## src/rtl/prog_loader_pkg.sv

```systemverilog
// Shared definitions for the program loader and the instruction fetch path:
// instruction geometry and the loader FSM state encodings.
package prog_loader_pkg;

   localparam int INSTR_W     = 16;
   localparam int INSTR_BYTES = 2;

   localparam logic [2:0] ST_IDLE   = 3'd0;
   localparam logic [2:0] ST_LEN_HI = 3'd1;
   localparam logic [2:0] ST_LEN_LO = 3'd2;
   localparam logic [2:0] ST_DAT_HI = 3'd3;
   localparam logic [2:0] ST_DAT_LO = 3'd4;
   localparam logic [2:0] ST_WRITE  = 3'd5;
   localparam logic [2:0] ST_DONE   = 3'd6;

endpackage

```

## src/rtl/prog_loader.sv

```systemverilog
// Byte-stream program loader: takes a 16-bit count then big-endian instructions,
// writes them to program memory at consecutive even addresses, holds the CPU meanwhile.
module prog_loader
   import prog_loader_pkg::*;
#(
   parameter logic [15:0] BASE_ADDR = 16'h0000,
   parameter int          ADDR_W    = 16
) (
   input  logic               clk,
   input  logic               rst,
   input  logic               start,
   input  logic [7:0]         rx_data,
   input  logic               rx_valid,
   output logic               rx_ready,
   output logic               mem_we,
   output logic [ADDR_W-1:0]  mem_addr,
   output logic [INSTR_W-1:0] mem_wdata,
   output logic               busy,
   output logic               done,
   output logic               cpu_hold
);

   logic [2:0]         r_state;
   logic [15:0]        r_count;
   logic [15:0]        r_idx;
   logic [7:0]         r_hi;
   logic [ADDR_W-1:0]  r_addr;
   logic [INSTR_W-1:0] r_wdata;

   logic               w_ready;
   logic               w_accept;
   logic               w_last;
   logic [ADDR_W-1:0]  w_addr_next;

   assign w_ready  = (r_state == ST_LEN_HI) || (r_state == ST_LEN_LO) ||
                     (r_state == ST_DAT_HI) || (r_state == ST_DAT_LO);
   assign w_accept = rx_valid && w_ready;
   assign w_last   = (r_idx == (r_count - 16'd1));

   // Address wraps silently modulo 2^ADDR_W.
   assign w_addr_next = ADDR_W'(BASE_ADDR) + ADDR_W'(r_idx * INSTR_BYTES);

   always_ff @(posedge clk) begin
      if (!rst) begin
         r_state <= ST_IDLE;
         r_count <= '0;
         r_idx   <= '0;
         r_hi    <= '0;
         r_addr  <= ADDR_W'(BASE_ADDR);
         r_wdata <= '0;
      end else begin
         case (r_state)
            ST_IDLE, ST_DONE: begin
               if (start) r_state <= ST_LEN_HI;
            end
            ST_LEN_HI: begin
               if (w_accept) begin
                  r_count[15:8] <= rx_data;
                  r_state       <= ST_LEN_LO;
               end
            end
            ST_LEN_LO: begin
               if (w_accept) begin
                  r_count[7:0] <= rx_data;
                  r_idx        <= '0;
                  r_state      <= ({r_count[15:8], rx_data} == 16'd0) ? ST_DONE : ST_DAT_HI;
               end
            end
            ST_DAT_HI: begin
               if (w_accept) begin
                  r_hi    <= rx_data;
                  r_state <= ST_DAT_LO;
               end
            end
            ST_DAT_LO: begin
               // Address and word are registered here so they are stable through WRITE.
               if (w_accept) begin
                  r_wdata <= {r_hi, rx_data};
                  r_addr  <= w_addr_next;
                  r_state <= ST_WRITE;
               end
            end
            ST_WRITE: begin
               if (w_last) begin
                  r_state <= ST_DONE;
               end else begin
                  r_idx   <= r_idx + 16'd1;
                  r_state <= ST_DAT_HI;
               end
            end
            default: r_state <= ST_IDLE;
         endcase
      end
   end

   assign rx_ready  = w_ready;
   assign mem_we    = (r_state == ST_WRITE);
   assign mem_addr  = r_addr;
   assign mem_wdata = r_wdata;
   assign busy      = w_ready || (r_state == ST_WRITE);
   assign done      = (r_state == ST_DONE);
   assign cpu_hold  = (r_state != ST_DONE);

endmodule

```

## config.mk

```make
export PLATFORM = sky130hd
export DESIGN_NAME = prog_loader
export DESIGN_NICKNAME = d
export VERILOG_FILES = /design/src/rtl/prog_loader_pkg.sv /design/src/rtl/prog_loader.sv
export SDC_FILE = /design/constraint.sdc
export NUM_CORES = 1
export LEC_CHECK = 0
export ABC_CLOCK_PERIOD_IN_PS = 3900
export BUFFER_PORTS_ARGS = -buffer_cell sky130_fd_sc_hd__buf_4
export CORE_MARGIN = 3
export CORE_UTILIZATION = 59
export CTS_BUF_LIST = sky130_fd_sc_hd__clkbuf_4
export DETAILED_ROUTE_END_ITERATION = 16
export PLACE_DENSITY_LB_ADDON = 0.1
export SLEW_MARGIN = 25
export SYNTH_ARGS = -nofsm -noshare
export SYNTH_HDL_FRONTEND = slang
export SYNTH_SLANG_ARGS = --single-unit
```

## constraint.sdc

```tcl
create_clock -name clk -period 3.9 [get_ports clk]
set_input_delay 0.195 -clock clk [delete_from_list [all_inputs] [get_ports clk]]
set_output_delay 0.195 -clock clk [all_outputs]
set_load 0.05 [all_outputs]
```

== Word-level counts from Yosys, hierarchy flattened ==
Cells that the tools add are included.
Word-level totals
  register bits: 74
  input port bits: 12
  output and inout port bits: 37
  logic and storage cells: 49
Operators by class
  add/subtract/negate cells: 2
  multiplexer cells: 11
  reduce and logical (&&, ||, !) cells: 15
  eq/ne operators: 14
Operators with widths (number)
  16-bit two-way mux: 2
  16-bit case mux with 2 select lines: 1
  3-bit two-way mux: 7
  3-bit case mux with 6 select lines: 1
  16-bit by 1-bit adder with 16-bit output (second input constant): 1
  16-bit equality test: 1
  16-bit logical NOT: 1
  16-bit by 1-bit subtractor with 16-bit output (second input constant): 1
  2-bit != test (second input constant): 6
  3-bit equality test (second input constant): 3
  2-bit AND reduction: 4
  3-bit by 2-bit equality test with 1-bit output (second input constant): 2
  5-bit AND reduction: 1
  1-bit logical OR: 4
  3-bit by 1-bit equality test with 1-bit output (second input constant): 1
  3-bit logical NOT: 1
  3-bit != test (second input constant): 1
  3-bit AND reduction: 1
  2-bit nonzero test: 1
  2-bit OR reduction: 1
  1-bit logical AND: 1

== Longest topological paths before layout ==
  depth in word-level cells: 7
  mapped depth: 10
  mapped depth without buffers: 9

== Least setup slack after synthesis ==
OpenSTA, ideal clock, no wires.
  path type: reg2reg
  start: register r_count[0]
  end: register r_state[0]
  period minus slack after synthesis: 2733 ps
  buffers on the path: 0
  arrival time: 2594 ps
  required time: 3761 ps
  stages on the path, launching flop included: 10
  setup time: 139 ps
  slack: 1167 ps
  path through: dfxtp_1 -> inv_1 -> ha_1 -> or3b_1 -> or4_1 -> a221oi_2 -> nand4_1 -> or4_1 -> a21oi_1 -> a211oi_1
Between the ends
  cells in the longest elaborated chain, start to end: 4
RTL lines
  start, declared: line prog_loader.sv:24  | logic [15:0] r_count;
  start signal, assigned: line prog_loader.sv:64  | r_count[7:0] <= rx_data;
  16-bit by 1-bit subtractor with 16-bit output: line prog_loader.sv:38  | assign w_last = (r_idx == (r_count - 16'd1));
  16-bit equality test: line prog_loader.sv:38
  3-bit two-way mux: line prog_loader.sv:84  | if (w_last) begin
  3-bit case mux with 6 select lines: line prog_loader.sv:52  | case (r_state)
  end signal, assigned: line prog_loader.sv:66  | r_state <= ({r_count[15:8], rx_data} == 16'd0) ? ST_DONE : ST_DAT_HI;
  end, declared: line prog_loader.sv:23  | logic [2:0] r_state;
Every way passes these cells.
A chain may end at the register's enable or synchronous reset.

== Worst setup path after layout ==
  start: register r_count[0]
  end: register r_state[2]
Same word-level chain as after synthesis.

==> summary.md <==
| Metric | Value |
|---|---|
| DRC errors left | `0` |
| Int Pwr | `1.12 mW` |
| GR Overflow Total | `0` |
| Critical path type | `flop to flop` |
| Post-CTS Setup Bufs | `0` |
| Via density | `5.93` |
| Antenna Cells | `0` |
| Critical path required time | `4250 ps` |
| GP Congestion | `0.914` |
| Ys Warns | `0` |
| Period utilization | `78.0%` |
| Share of layout cells above drive strength 1 | `14.6%` |
| Longest Clk Path Bufs | `2` |
| Largest net degree at the start of global routing | `51` |
| Synth top area share | `41.4%` |
| Die X | `83.9 um` |
| Mean Syn Cell Area | `7.59 um2` |
| Final Setup Violations | `0` |
| Cts bufs inserted | `9` |
| CTS H-Tree Depth | `3` |
| Crit path launch type | `flop` |
| Worst reg2reg path depth | `10` |
| Die H | `83.9 um` |
| Vias in the first global route | `3,144` |
| Post-cts sizing count | `0` |
| Hold endpoint | `r_count[15]` |
| Peak VDD IR | `0.329 mV` |
| Initial antenna violation count | `0` |
| Max-slew violation count | `0` |
| DPL Wire Length | `6.37 mm` |
| Hold Buf Count CTS | `0` |
| Slew headroom | `52.7%` |
| WL/cell | `15.7 um` |
| Flop2flop setup slack | `860 ps` |
| Synth area leaders | `dfxtp_1 (41%), nand2_1 (13%), a21oi_1 (11%), xnor2_1 (3.7%), clkbuf_1 (2.1%)` |
| Max-cap violations | `0` |
| Worst-Margin Slew | `704 ps` |
| Register bit total from synthesis | `74` |
| Post-route cell area | `0.00406 mm2` |
| Cell Rows | `27` |
| Synth unique cells | `53` |
| Tightest Hold Check Type | `primary input to flop` |
| DR iter-0 viols | `206` |
| Maximum fanout along the worst path | `31` |
| Fin Clk Skew | `12.6 ps` |
| Period minus WS final | `3040 ps` |
| Vias after detailed routing | `3,433` |
| Sw power | `0.466 mW` |
| Most used flip-flop cell after synthesis | `dfxtp_1` |
| Number of synthesized flops with an enable pin | `0` |
| Nets@finish | `516` |
| Synthesized Nets | `486` |
| CTS tree | `done` |
| Commonest non-fill, non-tap cell in the layout | `nand2_1` |
| First-pass iteration count of the detailed router | `5` |
| Worst skew pair latency | `420 ps` |
| Post-synth ARST share | `0%` |
| Final wirelength | `9.09 mm` |
| Worst R2R End | `r_state[2]` |
| GR Util All Layers | `26.4%` |
| Logic pwr share | `15.8%` |
| Port Buffers | `47` |
| CTS sink cnt | `74` |
| Sw Ratio | `29.4%` |
| IO Pins | `49` |
| Die area | `0.00704 mm2` |
| Fmax | `0.329 GHz` |
| Crit path DAT | `3390 ps` |
| Biggest area consumer among synthesized cells | `dfxtp_1` |
| Run status | `finished, final reports clean` |
| Antenna Violating Nets Remaining | `0` |
| Most frequent cells in the layout | `nand2_1 (123), a21oi_1 (77), dfxtp_1 (74), buf_4 (50)` |
| Clock root buffer | `clkbuf_4` |
| Hold path depth | `3` |
| Initial Util | `63.1%` |
| Synth Instances | `472` |
| Synth Cell Area | `0.00358 mm2` |
| Core area | `0.00568 mm2` |
| Area Growth Syn to Fin | `13.4%` |
| PD cells | `390 mW/mm2` |
| Sequential area share after synthesis | `41.4%` |
| CP startpoint | `r_count[0]` |
| First-pass GRT wire length | `15.1 mm` |
| RSZ-0062 raised after global routing | `false` |
| Clock network power share | `33.9%` |
| Final hold viol count | `0` |
| LEAKAGE | `1.44 nW` |
| Reg2reg start | `r_count[0]` |
| Dpl cell area | `0.00390 mm2` |
| Hold Startpoint | `rx_data[7]` |
| TNS Setup | `0 ps` |
| Flop pwr share | `50.3%` |
| Filler cell count | `515` |
| Worst-path clk slew | `120 ps` |
| Crit end category | `flop` |
## final cells by class
cell class                 count  area (um2)  share of cell area (%)
multi-input combinational    356        1910                    47.1
sequential                    74        1480                    36.5
timing repair buffer          50         375                    9.25
clock inverter                 7        93.8                    2.31
tap                           72        90.1                    2.22
clock buffer                   9        67.6                    1.66
inverter                      11        41.3                    1.02
## critical path, stage by stage, from the launching register on
cell	delay (ps)
dfxtp_1	390
inv_1	80
ha_1	230
or3b_1	410
or4_1	500
a221oi_2	280
nand4_1	220
nor4_4	260
buf_4	320
o21ai_2	80
a211oi_2	210
## flip-flops by register name, summed over array words and instances (netlist names)
signal and count:
mem_wdata 16, r_state 3, mem_addr 15, r_count 16, r_hi 8, r_idx 16
## how the worst max path moves through the flow
stage	slack (ps)	to	depth (start not counted)
CTS	870	r_state[2]	10
detailed placement	910	r_state[0]	9
global placement	1000	r_idx[9]	10
finish	860	r_state[2]	10
floorplan	1170	r_state[0]	9
global route	670	r_state[2]	10
## Yosys cell counts (2+ instances only)
library cell	number
nand2_1	123
a21oi_1	77
dfxtp_1	74
clkbuf_1	20
nand3_1	15
xnor2_1	15
nor2_1	12
or3_1	12
nand4_1	10
o21ai_1	10
inv_1	9
or4_1	8
nor2b_1	6
nor3_1	6
nor4_1	6
and3_1	5
buf_2	5
o21ai_0	5
o31ai_1	5
xor2_1	4
a211oi_1	3
buf_4	3
o211ai_1	3
and2_1	2
buf_6	2
clkinv_1	2
ha_1	2
nand2b_1	2
nand3b_1	2
## through the flow
stage / setup slack (ps) / hold slack [ps] / utilization, % / cells / total power [mW]
detailed placement: 908 / 444 / 68.7 / 563 / 1.06
floorplan: 1170 / 331 / - / 472 / 0.997
global placement: 1000 / 440 / 68.7 / 563 / 1.05
global route: 672 / 17.5 / 71.5 / 579 / 1.66
CTS: 869 / 23.4 / 71.5 / 579 / 1.59
finish: 860 / 41.2 / 71.5 / 579 / 1.59
## cells by family (layout without fill, tap and decap cells)
logic type	Yosys count	in the layout	synth area share (%)
other	1	1	0.105
AO/OA/AOI/OAI	116	116	18.5
multiplexers	1	1	0.280
AND/OR/NAND/NOR	217	217	29.1
adder cells (fa/ha/maj)	2	2	0.699
XOR/XNOR	19	19	4.65
flip-flops	74	74	41.4
buffers and inverters	42	77	5.31
## layer usage
layer | vias up | track usage, % | part of all wire, %
met5 | - | 0 | 0
met4 | 0 | 12.0 | 2.5
met3 | 23 | 4.84 | 6.8
met2 | 142 | 42.4 | 46
met1 | 1566 | 34.4 | 45
li1 | 1702 | - | -
## power groups by stage
stage	clock, mW	sequential [mW]	combinational, mW
after floorplan	0	0.805	0.192
after global placement	0	0.813	0.242
after detailed placement	0	0.813	0.247
after CTS	0.546	0.797	0.248
after global routing	0.584	0.801	0.275
final	0.538	0.798	0.250
Power figures use the tool's default switching activity.
